`src/rtl/attn_value_mult.sv`:
```
// Attention output stage: O = A x V for 4x4 FP16 matrices.
// Loads V then A, then streams 16 results through a mult / add-tree / output pipeline.
module attn_value_mult #(
  parameter int sig_width       = 10,
  parameter int exp_width       = 5,
  parameter int ieee_compliance = 0
) (
  input  logic                         clk,
  input  logic                         rst,
  input  logic                         V_valid,
  input  logic [sig_width+exp_width:0] V,
  input  logic                         A_valid,
  input  logic [sig_width+exp_width:0] A,
  output logic                         Out_valid,
  output logic [sig_width+exp_width:0] Out
);
  localparam int W    = sig_width + exp_width + 1;
  localparam int Bias = (1 << (exp_width - 1)) - 1;
  localparam int EMax = (1 << exp_width) - 1;

  typedef enum logic [2:0] {StIdle, StLoadV, StWaitA, StLoadA, StCalc, StOutput} state_e;

  function automatic logic [W-1:0] f_inf(input logic s);
    f_inf = {s, {exp_width{1'b1}}, {sig_width{1'b0}}};
  endfunction

  function automatic logic [W-1:0] f_invalid(input logic s);
    if (ieee_compliance != 0) f_invalid = {1'b0, {exp_width{1'b1}}, 1'b1, {(sig_width-1){1'b0}}};
    else                      f_invalid = f_inf(s);
  endfunction

  // Subnormals flush to zero on input and output; exponent all-ones is infinity.
  function automatic logic [W-1:0] fp_mul(input logic [W-1:0] a, input logic [W-1:0] b);
    logic                     s, za, zb, ia, ib, inc;
    int                       ea, eb, e;
    logic [2*sig_width+1:0]   p;
    logic [sig_width+1:0]     mr;
    s  = a[W-1] ^ b[W-1];
    ea = int'(a[W-2:sig_width]);
    eb = int'(b[W-2:sig_width]);
    za = (ea == 0);
    zb = (eb == 0);
    ia = (ea == EMax);
    ib = (eb == EMax);
    if ((ia && zb) || (ib && za)) fp_mul = f_invalid(s);
    else if (ia || ib)            fp_mul = f_inf(s);
    else if (za || zb)            fp_mul = {s, {(W-1){1'b0}}};
    else begin
      p = {1'b1, a[sig_width-1:0]} * {1'b1, b[sig_width-1:0]};
      e = ea + eb - Bias;
      if (p[2*sig_width+1]) e = e + 1;
      else                  p = p << 1;
      inc = p[sig_width] & ((|p[sig_width-1:0]) | p[sig_width+1]);
      mr  = {1'b0, p[2*sig_width+1:sig_width+1]} + (sig_width+2)'(inc);
      if (mr[sig_width+1]) begin
        e  = e + 1;
        mr = mr >> 1;
      end
      if (e >= EMax)  fp_mul = f_inf(s);
      else if (e <= 0) fp_mul = {s, {(W-1){1'b0}}};
      else             fp_mul = {s, e[exp_width-1:0], mr[sig_width-1:0]};
    end
  endfunction

  function automatic logic [W-1:0] fp_add(input logic [W-1:0] a, input logic [W-1:0] b);
    logic [W-1:0]         x, y;
    logic                 za, zb, ia, ib, st, inc;
    int                   ex, ey, d, e;
    logic [sig_width+3:0] mx, my, msk;
    logic [sig_width+4:0] sm;
    logic [sig_width+1:0] mr;
    za = (a[W-2:sig_width] == '0);
    zb = (b[W-2:sig_width] == '0);
    ia = (a[W-2:sig_width] == '1);
    ib = (b[W-2:sig_width] == '1);
    fp_add = '0;
    if (ia && ib && (a[W-1] != b[W-1])) fp_add = f_invalid(1'b0);
    else if (ia)       fp_add = f_inf(a[W-1]);
    else if (ib)       fp_add = f_inf(b[W-1]);
    else if (za && zb) fp_add = {a[W-1] & b[W-1], {(W-1){1'b0}}};
    else if (za)       fp_add = b;
    else if (zb)       fp_add = a;
    else begin
      if (a[W-2:0] < b[W-2:0]) begin x = b; y = a; end
      else                     begin x = a; y = b; end
      ex = int'(x[W-2:sig_width]);
      ey = int'(y[W-2:sig_width]);
      d  = ex - ey;
      mx = {1'b1, x[sig_width-1:0], 3'b000};
      my = {1'b1, y[sig_width-1:0], 3'b000};
      // Three extra bits (guard, round, sticky) keep RNE exact through alignment.
      if (d >= sig_width + 4) my = (sig_width+4)'(1);
      else begin
        msk   = ((sig_width+4)'(1) << d) - (sig_width+4)'(1);
        st    = |(my & msk);
        my    = my >> d;
        my[0] = my[0] | st;
      end
      if (x[W-1] == y[W-1]) sm = {1'b0, mx} + {1'b0, my};
      else                  sm = {1'b0, mx} - {1'b0, my};
      e = ex;
      if (sm == '0) fp_add = '0;
      else begin
        if (sm[sig_width+4]) begin
          sm = {1'b0, sm[sig_width+4:2], sm[1] | sm[0]};
          e  = e + 1;
        end else begin
          for (int k = 0; k < sig_width + 3; k++) begin
            if (!sm[sig_width+3]) begin
              sm = sm << 1;
              e  = e - 1;
            end
          end
        end
        inc = sm[2] & ((|sm[1:0]) | sm[3]);
        mr  = {1'b0, sm[sig_width+3:3]} + (sig_width+2)'(inc);
        if (mr[sig_width+1]) begin
          e  = e + 1;
          mr = mr >> 1;
        end
        if (e >= EMax)   fp_add = f_inf(x[W-1]);
        else if (e <= 0) fp_add = {x[W-1], {(W-1){1'b0}}};
        else             fp_add = {x[W-1], e[exp_width-1:0], mr[sig_width-1:0]};
      end
    end
  endfunction

  state_e         r_state, w_state_nxt;
  logic [3:0]     r_cnt;
  logic [W-1:0]   r_v [16];
  logic [W-1:0]   r_a [16];
  logic [W-1:0]   r_prod [4];
  logic           r_p_vld, r_s_vld, r_out_vld;
  logic [W-1:0]   r_sum, r_out;
  logic           w_issue;
  logic [3:0]     w_idx;
  logic [W-1:0]   w_prod [4];

  always_comb begin
    w_state_nxt = r_state;
    case (r_state)
      StIdle:   if (V_valid) w_state_nxt = StLoadV;
      StLoadV:  if (V_valid && r_cnt == 4'hF) w_state_nxt = StWaitA;
      StWaitA: begin
        if (V_valid)      w_state_nxt = StLoadV;
        else if (A_valid) w_state_nxt = StLoadA;
      end
      StLoadA:  if (A_valid && r_cnt == 4'hF) w_state_nxt = StCalc;
      StCalc:   w_state_nxt = StOutput;
      StOutput: if (r_cnt == 4'hF) w_state_nxt = StWaitA;
      default:  w_state_nxt = StIdle;
    endcase
  end

  always_ff @(posedge clk or posedge rst) begin
    if (rst) begin
      r_state <= StIdle;
      r_cnt   <= '0;
      for (int n = 0; n < 16; n++) begin
        r_v[n] <= '0;
        r_a[n] <= '0;
      end
    end else begin
      r_state <= w_state_nxt;
      case (r_state)
        StIdle: if (V_valid) begin
          r_v[0] <= V;
          r_cnt  <= 4'd1;
        end
        StLoadV: if (V_valid) begin
          r_v[r_cnt] <= V;
          r_cnt      <= r_cnt + 4'd1;
        end
        StWaitA: begin
          if (V_valid) begin
            r_v[0] <= V;
            r_cnt  <= 4'd1;
          end else if (A_valid) begin
            r_a[0] <= A;
            r_cnt  <= 4'd1;
          end
        end
        StLoadA: if (A_valid) begin
          r_a[r_cnt] <= A;
          r_cnt      <= r_cnt + 4'd1;
        end
        StOutput: r_cnt <= r_cnt + 4'd1;
        default: ;
      endcase
    end
  end

  // CALC issues element 0; OUTPUT cycles 0..14 issue elements 1..15.
  assign w_issue = (r_state == StCalc) || (r_state == StOutput && r_cnt != 4'hF);
  assign w_idx   = (r_state == StCalc) ? 4'd0 : r_cnt + 4'd1;

  for (genvar gk = 0; gk < 4; gk++) begin : g_mul
    assign w_prod[gk] = fp_mul(r_a[{w_idx[3:2], 2'(gk)}], r_v[{2'(gk), w_idx[1:0]}]);
  end

  always_ff @(posedge clk or posedge rst) begin
    if (rst) begin
      for (int n = 0; n < 4; n++) r_prod[n] <= '0;
      r_p_vld   <= 1'b0;
      r_sum     <= '0;
      r_s_vld   <= 1'b0;
      r_out     <= '0;
      r_out_vld <= 1'b0;
    end else begin
      for (int n = 0; n < 4; n++) r_prod[n] <= w_prod[n];
      r_p_vld   <= w_issue;
      r_sum     <= fp_add(fp_add(r_prod[0], r_prod[1]), fp_add(r_prod[2], r_prod[3]));
      r_s_vld   <= r_p_vld;
      r_out     <= r_s_vld ? r_sum : '0;
      r_out_vld <= r_s_vld;
    end
  end

  assign Out_valid = r_out_vld;
  assign Out       = r_out;
endmodule

```
`config.mk`:
```
export PLATFORM = sky130hd
export DESIGN_NAME = attn_value_mult
export DESIGN_NICKNAME = d
export VERILOG_FILES = /design/src/rtl/attn_value_mult.sv
export SDC_FILE = /design/constraint.sdc
export NUM_CORES = 2
export LEC_CHECK = 0
export ABC_AREA = 1
export CAP_MARGIN = 20
export CORE_MARGIN = 10
export CORE_UTILIZATION = 40
export CTS_CLUSTER_SIZE = 10
export DETAILED_ROUTE_END_ITERATION = 7
export GPL_TIMING_DRIVEN = 0
export SLEW_MARGIN = 20
export SYNTH_ARGS = -nofsm -noshare
export SYNTH_HDL_FRONTEND = slang
export SYNTH_SLANG_ARGS = --single-unit
```
`constraint.sdc`:
```
create_clock -name clk -period 33.1 [get_ports clk]
set_clock_uncertainty 0.05 [all_clocks]
set_input_delay 9.93 -clock clk [delete_from_list [all_inputs] [get_ports clk]]
set_output_delay 9.93 -clock clk [all_outputs]
set_load 0.05 [all_outputs]
```
---- Word level (Yosys, flattened, before mapping) ----
Index checks and enable logic that the tools add are counted.
word-level totals
  input bits .............................. 36
  word-level logic and storage cells ...... 1274
  bits in registers ....................... 618
  output and inout bits ................... 17
operators by class
  reductions and logical operators ........ 72
  add/sub/neg operators ................... 81
  multiplexer cells ....................... 962
  multipliers ............................. 4
  eq/ne operators ......................... 37
  bitwise gates (word level) .............. 39
  shift-type cells ........................ 6
  $lt $le $gt $ge ......................... 30
operator list
  kind                   count
  $mux 32                407
  $mux 14                372
  $mux 16                84
  $sub 32x2->32 const B  36
  $mux 15                47
  $bmux 16 s4            8
  $bwmux 256             2
  $mux 256               2
  $mux 22                16
  $add 32x2->32 const B  7
  $ge 32x6->1 const B    7
  $le 32x1->1 const B    7
  $shl 1x32->14 const A  3
  $shr 14x32->14         3
  $mul 11x11->22         4
  $add 11x1->12          7
  $logic_not 5->1        14
  $mux 10                7
  $demux 16 s4           1
  $pmux 16 s2            2
  $add 14x14->15         3
  $ge 5x5->1 const B     9
  $logic_not 15->1       3
  $lt 15x15->1           3
  46 further kinds       177

---- Logic depth before layout (Yosys ltp) ----
  depth after elaboration ................. 354
  depth in mapped cells ................... 233
  mapped depth without buffers ............ 228

---- Worst setup path before layout ----
OpenSTA, ideal clock, no wires.
  path type ............................... register -> register
  start point ............................. reg r_prod[45] (netlist name)
  end point ............................... reg r_sum[12]
  data arrival time ....................... 27.870 ns
  setup time .............................. 0.118 ns
  clock period less this slack ............ 28.038 ns
  required time ........................... 32.932 ns
  path slack .............................. 5.062 ns
  buffers on the path ..................... 7
  stages on the path, launching flop included .. 204
  cell sequence ........................... dfrtp_1 -> inv_1 -> ha_1 -> nand2_1 -> inv_1 -> nand2_1 -> nand2_2 -> a21oi_2 -> nand2_4 -> nand2_2 -> nand3_2 -> ha_1 -> clkinv_1 -> clkbuf_8 -> nand3_1 -> o21ai_0 -> o21ai_0 -> o21ai_0 -> [... 168 more ...] -> nand2_1 -> nor2_1 -> nand3_2 -> clkinv_1 -> nand2_1 -> nor2_1 -> nand3_1 -> nand2_1 -> inv_1 -> nor2_1 -> nand4_1 -> nand2_2 -> buf_4 -> nand2_2 -> nand2_1 -> nand2_1 -> nand2_1 -> nand2_1
on the way
  longest elaborated chain between the ends .. 354
  elaborated cells on any way between the ends .. 640
  those cells by class .................... add/sub (40); order compare (8); eq/ne (5); shift (4); mux (559); bitwise (10); reduce/logical (14)
RTL lines
  element                 line  source
  start: declaration      132   logic [W-1:0] r_prod [4];
  $lt 15x15->1            84    if (a[W-2:0] < b[W-2:0]) begin x = b; y = a; end
  $mux 16                 84
  $mux 16                 82    else if (zb) fp_add = a;
  $mux 16                 81    else if (za) fp_add = b;
  $mux 16                 80    else if (za && zb) fp_add = {a[W-1] & b[W-1], {(W-1){1'b0}}};
  $mux 16                 79    else if (ib) fp_add = f_inf(b[W-1]);
  $mux 16                 78    else if (ia) fp_add = f_inf(a[W-1]);
  $mux 16                 77    if (ia && ib && (a[W-1] != b[W-1])) fp_add = f_invalid(1'b0);
  [... 338 more ...]      n/a
  $mux 15                 121   if (e >= EMax) fp_add = f_inf(x[W-1]);
  $mux 16                 102   if (sm == '0) fp_add = '0;
  $mux 16                 82
  $mux 16                 81
  $mux 16                 80
  $mux 16                 79
  $mux 16                 78
  $mux 16 (*)             77
  end signal: assignment  212   r_sum <= fp_add(fp_add(r_prod[0], r_prod[1]), fp_add(r_prod[2], r_prod[3]));
  end: declaration        134   logic [W-1:0] r_sum, r_out;
Every way passes the cells marked *; elsewhere a longest branch is shown, timed or not. The select of a mux whose other input is x is not followed.
A chain may end at the register's enable or synchronous reset.

---- Worst setup path in the final report ----
  start point ............................. reg r_prod[62] (netlist name)
  end point ............................... reg r_sum[12]
Same word-level chain as after synthesis.

==> results.txt <==
* Post-route clock period utilization: 92.3%
* Avg Vias per Cell: 5.25
* Number of warning messages in the yosys log: 0
- Slowest cell delay on critical path: 0.50 ns
- For this run, the total global-route usage over all layers was measured as 23.0%.
* Pin count of the biggest net entering global routing: 91
- The H-tree generated during clock tree synthesis spans 3 levels.
* Root Buffer: clkbuf_16
* Critical path endpoint category: flop
- The critical path in this run is classified as reg2reg.
- The largest individual stage delay along the critical path comes from the cell fa_1.
- First-pass GRT wire length: 477 mm
- The die is 503 um tall.
- For the pin with the worst max-slew slack, the measured transition is 1.20 ns.
- Library cell occupying the most area in the post-synthesis netlist: dfrtp_1
- Final WL: 300 mm
- Most frequent cell on the critical path: nand2_1
- Average routed wire per standard cell: 16.8 um
* Detailed-placement wirelength estimate: 248 mm
- For this configuration, the core starts out at a cell density of 40.2%.
- Number of standard cells after synthesis: 14,600
* Fin nets: 15,700
- Maximum fanout along the worst path: 10
- Counting every sink on the clock net gives 618.
- Adding up every negative setup slack in the final design gives 0 ns.
- Status: complete, but fails checks
- In this run the deepest clock path goes through 3 buffers.
* Clock buffers created by TritonCTS: 73
- In the synthesized netlist, the cells that appear most often are nand2_1 (3,631), inv_1 (1,814), nor2_1 (1,520).
- After clock tree synthesis, the clock-pin slew on the worst setup and hold paths is 0.05 ns.
- Source-to-sink clock delay at the later pin of the worst-skew pair: 0.70 ns
- Cell with the most instances after synthesis: nand2_1
- Nature of the critical path startpoint: flop
- A synthesized cell averages 6.38 sq um.
- IO Pins: 53
* ANT nets after route: 0
- Before antenna repair, the detailed router went through 8 iterations.
- The via count of the first global-routing pass came to 87,000.
- Yosys attributes the largest share of cell area to dfrtp_1 (17%), nand2_1 (15%), inv_1 (7.3%).
* CP arrival: 31.04 ns
* Number of failing setup endpoints in the final timing report: 0
- The synthesized design contains 0 enable-type register cells.
- Area Growth Syn to Fin: 7.98%
- Data on the critical path is required at its endpoint by 33.59 ns.
- Number of design-rule violations left by the first detailed-router iteration: 7,653
- Fraction of layout cells with a size suffix above 1: 14.6%
* Post-synthesis instance area: 0.0933 sq mm
- The tool flagged a number of max-cap violations equal to 0.
- The floorplan step defined a core boundary enclosing 0.232 sq mm.
- The die covers 0.253 sq mm.
- For this run, the leading register cell type out of synthesis is dfrtp_1.
- The worst path needs 30.56 ns of the cycle, external delays included.
* Max-slew violation count: 0
- For this run, the register share of the synthesized area comes to 16.6%.
- Share of Yosys cell area claimed by the top area cell type: 16.6%
- PortBufs: 52
- For this block, the via count after detailed routing is 93,800.
- The worst pin sits at a relative slew slack of 19.3%.
- The final reports fail on DRC.
* Number of storage elements in the synthesis netlist: 618
* Class of the tightest hold or removal check: reg2reg
* Fraction of synthesis flops using an asynchronous set or reset pin: 100%
- Count of endpoints failing hold in the final timing report: 0
* Count of standard-cell rows: 177
- TritonCTS clock tree: built
- From left edge to right edge, the die measures 503 um.
- The number of antenna violations at the first check in global routing was 3.
* Routability-driven placement congestion ratio: 0.944
* Maximum frequency from static timing analysis: 32.7 MHz
* Overflow left after global routing: 0
- Distinct cells, synth: 100
* Detailed-route DRC error count: 9
- Post-Synthesis Net Count: 15,500
-- state kept, by name (all words and copies together) (netlist names), 3 cells and up --
signal and cells:
r_state 3, r_cnt 4, r_a 256, Out 16, r_sum 16, r_prod 64, r_v 256
-- worst max-delay path: cells and delay by family (launching register included) --
family          cells  cell delay [ns]
flops               1             0.47
buf+inv            29             2.97
compound gates     28             4.44
simple gates      116            13.56
fa+ha+maj          30             8.86
-- cell families (layout without fill, tap and decap cells) --
family / after synthesis / in the layout / synth area share, %
and+or+nand+nor: 8363 / 8363 / 43.1
buffers and inverters: 2518 / 2710 / 11.2
AOI/OAI and AO/OA: 1963 / 1963 / 12.1
adders and majority gates: 837 / 837 / 13.9
DFF: 618 / 618 / 16.6
xor gates and xnor gates: 281 / 281 / 2.66
muxes: 51 / 51 / 0.583
other: 0 / 2 / 0
-- worst paths after layout --
kind | startpoint | end | slack [ns] | cells after the start
min reg2reg | r_p_vld$_DFF_PP0_ | r_s_vld$_DFF_PP0_ | 0.30 | 0
min | r_p_vld$_DFF_PP0_ | r_s_vld$_DFF_PP0_ | 0.30 | 0
max | r_prod[62]$_DFF_PP0_ | r_sum[12]$_DFF_PP0_ | 2.54 | 203
max in group asynchronous | rst | Out[2]$_DFF_PP0_ | 21.48 | 5
max reg2reg | r_prod[62]$_DFF_PP0_ | r_sum[12]$_DFF_PP0_ | 2.54 | 203
min in group asynchronous | rst | r_v[153]$_DFFE_PP0P_ | 9.79 | 2
-- area by class of cell --
class,count,area (sq um)
multi-input cells,11500,67900
plain buffers,361,2210
inverters,2154,8220
diodes,2,5.00
fillers,24900,132000
flip-flops and latches,618,15500
repair buffers,105,1080
clock inverters,9,196
clock buffers,81,1890
well taps,3043,3810
-- cells in the final DEF, fill, tap and decap left out, types with 63 or more instances in the layout --
cell type / synthesis / routed
nor3_1: 197 / 192
ha_1: 510 / 495
xor2_1: 200 / 200
nand2_1: 3631 / 3627
nor2_1: 1520 / 1504
nand2_2: 694 / 698
nand4_1: 261 / 261
nand3_2: 186 / 188
nor4_1: 65 / 63
o211ai_1: 64 / 64
nor2_4: 81 / 85
nand2_4: 146 / 146
o21ai_0: 1007 / 985
nor2_2: 270 / 282
clkbuf_1: 237 / 242
o21ai_1: 144 / 158
dfrtp_1: 618 / 617
clkinv_1: 72 / 71
nand3_1: 1148 / 1143
fa_1: 327 / 327
a21oi_1: 295 / 293
inv_2: 228 / 231
clkbuf_16: 0 / 74
xnor2_1: 78 / 78
inv_1: 1814 / 1808
-- per-stage QoR --
stage / hold slack, ns / std cells / setup slack, ns / util (%) / area, sq um
after global placement: 0.285 / 17700 / -2.41 / 42.0 / 97700
after global routing: 0.309 / 17900 / -0.145 / 43.4 / 101000
final: 0.299 / 17900 / 2.54 / 43.4 / 101000
after CTS: 0.303 / 17800 / 0.0936 / 43.1 / 100000
after floorplan: 0.281 / 14600 / 5.06 / - / 93300
after detailed placement: 0.292 / 17800 / -0.542 / 42.2 / 98100
-- repair_timing --
item / 4_1_cts / 5_1_grt
setup buffers: 0 / 23
pin swaps: 0 / 26
hold endpoints to repair: 0 / 0
setup endpoints to repair: 15 / 15
hold buffers: 0 / 0
gates resized for setup: 7 / 103
-- routing by layer --
metal  GRT usage [%]  wire length (um)  vias up
met3            3.08             19700      395
met4            6.95             10100        8
met1            32.8            141000    43200
met5           0.282               142        -
met2            36.0            130000     2687
li1                -                 -    47500
Power is not shown: default switching activity piles up to over one toggle a cycle in this logic, so the estimate is an artifact.
